===== src/rtl/demux_1x4_ot.sv =====
// demux_1x4_ot: registered 1-to-4 demultiplexer with one-hot channel-selected flags
module demux_1x4_ot #(
  parameter int WIDTH = 1
) (
  input  logic             clk,
  input  logic             rst_n,
  input  logic [WIDTH-1:0] D,
  input  logic             S1,
  input  logic             S0,
  input  logic             en,
  output logic [WIDTH-1:0] Y0,
  output logic [WIDTH-1:0] Y1,
  output logic [WIDTH-1:0] Y2,
  output logic [WIDTH-1:0] Y3,
  output logic             V0,
  output logic             V1,
  output logic             V2,
  output logic             V3
);
  logic [1:0] sel;
  logic [3:0][WIDTH-1:0] y_d, y_q;
  logic [3:0] v_d, v_q;
  assign sel = {S1, S0};
  always_comb begin
    v_d = en ? 4'b0001 << sel : 4'b0000;
    for (int k = 0; k < 4; k++) y_d[k] = v_d[k] ? D : '0;
  end
  always_ff @(posedge clk) begin
    if (!rst_n) begin
      y_q <= '0;
      v_q <= '0;
    end else begin
      y_q <= y_d;
      v_q <= v_d;
    end
  end
  assign {Y3, Y2, Y1, Y0} = y_q;
  assign {V3, V2, V1, V0} = v_q;
endmodule


===== config.mk =====
export PLATFORM = sky130hd
export DESIGN_NAME = demux_1x4_ot
export DESIGN_NICKNAME = d
export VERILOG_FILES = /design/src/rtl/demux_1x4_ot.sv
export SDC_FILE = /design/constraint.sdc
export NUM_CORES = 1
export LEC_CHECK = 0
export ABC_CLOCK_PERIOD_IN_PS = 800
export CORE_AREA = 2 2 39 41
export DETAILED_ROUTE_END_ITERATION = 16
export DIE_AREA = 0 0 41 43
export PLACE_DENSITY_LB_ADDON = 0.1
export REMOVE_ABC_BUFFERS = 1
export SLEW_MARGIN = 20
export SYNTH_ARGS = -nofsm -noshare
export SYNTH_HDL_FRONTEND = slang
export SYNTH_SLANG_ARGS = --single-unit
export TNS_END_PERCENT = 30

===== constraint.sdc =====
create_clock -name clk -period 0.8 [get_ports clk]
set_input_delay 0.16 -clock clk [delete_from_list [all_inputs] [get_ports clk]]
set_output_delay 0.16 -clock clk [all_outputs]
set_load 0.01 [all_outputs]

== After elaboration in Yosys (flattened, before gate mapping) ==
Index checks and enable logic that the tools add are counted.
Storage, ports and cells
  flip-flop bits (word level): 8
  input bits: 6
  output and inout port bits: 8
  word-level logic and storage cells: 11
Operators by class
  shifts and indexed selects: 1
  mux-type cells: 1
  reductions and logical operators: 4
Operators by type and width (number)
  AND reduction 2 bit: 4
  2-to-1 mux 4 bit: 1
  << shifter 1 x 2 -> 4 bit (first input constant): 1

== Logic depth before layout (Yosys ltp) ==
  depth in word-level cells: 3
  depth in mapped cells: 2
  mapped depth without buffers: 2

== Least setup slack after synthesis ==
No wires, ideal clock.
  kind: register to output
  start: register v_q[0]
  end: output V0
  data arrival time: 331 ps
  required time: 640 ps
  path slack: 309 ps
  stages on the path, launching flop included: 1
  buffers on the path: 0
  cells stage by stage: dfxtp_1
RTL lines
  start, declared: RTL line 22  | logic [3:0] v_d, v_q;
  start signal, assigned: RTL line 34  | v_q <= v_d;
  end, declared: RTL line 15  | output logic V0,
No word-level cell between the ends.

== Worst setup path in the final report ==
  start: register v_q[2]
  end: output V2
RTL lines
  end, declared: RTL line 17  | output logic V2,
No word-level cell between the ends.

==> metrics <==
Fin. Hold Viols=0; worst path setup slack after routing=-0.0265 ns; number of iterations in the first detailed-routing pass=1; Crit Path Category=reg2out; clock slew seen by the registers of the worst setup and hold paths=around 0.050 ns; Core Rows=14; wire length on met3=52 um; topmost layer with routed signal wires=met4; net count of the finished layout=between 40 and 50; Synth Area in Simple Gates=30.4%; Worst path slowest cell=sky130_fd_sc_hd__dfxtp_1; fillcell total=150; synthesized area per cell=11.0 sq um; GRT Util Overall=6.75%; DRC errors left=0; violations in the final reports=negative setup slack; static leakage=between 0.15 and 0.2 nW; clock sink count=8; DRT met1 WL=approximately 160 um; Top-Level Pins=14; highest-count cells in the layout ignoring fill and taps=8 x sky130_fd_sc_hd__dfxtp_1, 8 x sky130_fd_sc_hd__buf_2, 6 x sky130_fd_sc_hd__nor2_1, 4 x sky130_fd_sc_hd__clkdlybuf4s50_1, 3 x sky130_fd_sc_hd__clkbuf_4; CP Capture Type=output pin; complex-gate fraction of the synthesized area=0%; delay of the slowest cell on the worst path=roughly 0.3 ns; mapped cell area=between 200 and 250 sq um; setup slack after placement=-0.235 ns; switching share of power=20.6%; combinational share of power=~8.7%; WP buf/inv=1; number of max-slew violations in the final report=0; power spent charging and discharging nets=0.159 mW; number of synthesized register bits=8; starting utilization of the core area=approximately 17%; via count of the first global-routing pass=approximately 170; maximum clock insertion buffer count=2; post-synth cell types=8; via density per instance=3.78; required time of the worst setup path=about 0.64 ns; largest net degree at the start of global routing=6; via count=around 200; area of the core=1380 sq um; antenna violations before repair=0; summed negative setup slack over all endpoints=-0.187 ns; overall power=0.775 mW; H-Tree Level Count=1; sequential fraction of design power=a little over half; outcome=complete, but fails checks; post-layout instance count excluding filler cells=between 50 and 60; biggest area contributors in the synthesized netlist=sky130_fd_sc_hd__dfxtp_1 70%, sky130_fd_sc_hd__nor2_1 9.8%, sky130_fd_sc_hd__nand2b_1 5.4%; crit path launch type=flop; overall die height=approximately 43 um; Largest delay share family, worst path=flip-flops; number of I/O port buffers=13; CTS tree=built; worst hold margin=between 0.15 and 0.2 ns; setup fix buffers added after clock tree synthesis=0; critical-path cell list=buf_2; global-route congestion overflow total=0; proportion of layout cells with a drive suffix above 1=approximately two fifths; drt wl/cell=between 8 and 9 um; drt total wl=around 450 um; global placement routability congestion=roughly 0.72; critical path arrival=about 0.67 ns; cells after synthesis=21; YS warnings=0; count of maximum capacitance violations=0; Inserted Clock Buffers=3; count of endpoints failing setup in the final report=8; Layout area overhead=62.0%; Synth top area share=69.6%; Detailed Route Iter0 Violations=0; mux share of post-synthesis cell area=0%; power density cells=~2100 nW/um^2; Highest Clock Rate=1210 MHz; slew at the pin closest to its max-slew limit=between 0.15 and 0.2 ns; antenna cell count=0; sequential-to-total area share from yosys stat=a little over two thirds; clock group share of total power=roughly two fifths; wire length on met2=~220 um; Placed Cells incl. Taps=51; Adder-Cell Fraction of Synth Area=0%; root buffer cell=sky130_fd_sc_hd__clkbuf_4; Max-slew headroom=roughly nine tenths; xor-xnor portion of the synthesized cell area=0%; internal power=0.616 mW; post-layout minimum cycle time=about 0.83 ns; cell type with the largest total area after synthesis=sky130_fd_sc_hd__dfxtp_1; VDD IR max=around 0.53 mV; main combinational cell family by area after synthesis=simple AND/OR/NAND/NOR gates; remaining antenna violation count after routing=0; Hold/Removal Path Class=in2reg; highest net fanout along the worst path=1; half-perimeter wire length after placement=between 300 and 400 um; wire length of the first global-routing pass=roughly 690 um; chip width=between 40 and 50 um; Final Cycle Share=103%; full die area=~1800 sq um; setup repair after global routing missed its margin=true
-- logic make-up after synthesis --
family / Yosys count
flip-flops: 8
AND/OR/NAND/NOR: 13
-- cell usage after synthesis --
library cell and number:
sky130_fd_sc_hd__nand2_1 1, sky130_fd_sc_hd__nand3_2 1, sky130_fd_sc_hd__nor2_1 6, sky130_fd_sc_hd__nor3_2 1, sky130_fd_sc_hd__dfxtp_1 8, sky130_fd_sc_hd__nor3_1 1
sky130_fd_sc_hd__nand2_2 1, sky130_fd_sc_hd__nand2b_1 2
-- flip-flops by register name (all words and copies together), names as in the netlist --
name and cells:
Y3 1, Y1 1, v_q 4, Y0 1, Y2 1
-- metrics by stage --
stage	util [%]	cell area [sq um]
4_1_cts	26.8	370
5_1_grt	26.9	373
3_5_place_dp	28.0	388
2_1_floorplan	-	230
3_3_place_gp	28.0	388
6_report	26.9	373
-- cell type report --
cell class | instances | area [sq um] | share of cell area (%)
Multi-Input combinational cell | 13 | 70.1 | 18.8
Tap cell | 16 | 20.0 | 5.37
Timing Repair Buffer | 14 | 100 | 26.8
Clock buffer | 3 | 22.5 | 6.04
Sequential cell | 8 | 160 | 43.0
-- final timing paths --
check / startpoint / endpoint / slack, ns / depth (start not counted)
min: S1 / v_q[0]$_SDFF_PN0_ / 0.19 / 2
max: v_q[2]$_SDFF_PN0_ / V2 / -0.03 / 1
-- repair_timing --
item	4_1_cts	5_1_grt
hold buffers	0	0
endpoints found under the setup margin	8	9
hold endpoints to repair	0	0
resized for setup	32	1
-- power by group through the flow --
stage / logic (mW) / clock network (mW) / registers (mW)
after floorplan: 0.0163 / 0 / 0.423
after global placement: 0.0772 / 0 / 0.418
after detailed placement: 0.0776 / 0 / 0.418
after CTS: 0.0695 / 0.315 / 0.409
after global routing: 0.0738 / 0.336 / 0.409
final: 0.0677 / 0.298 / 0.409
-- routing by layer --
layer / up-vias / global-route usage, %
met5: - / 0
met4: 0 / 10.0
met3: 2 / 4.71
met2: 10 / 7.50
met1: 90 / 6.17
li1: 102 / -
Power figures use the tool's default switching activity.
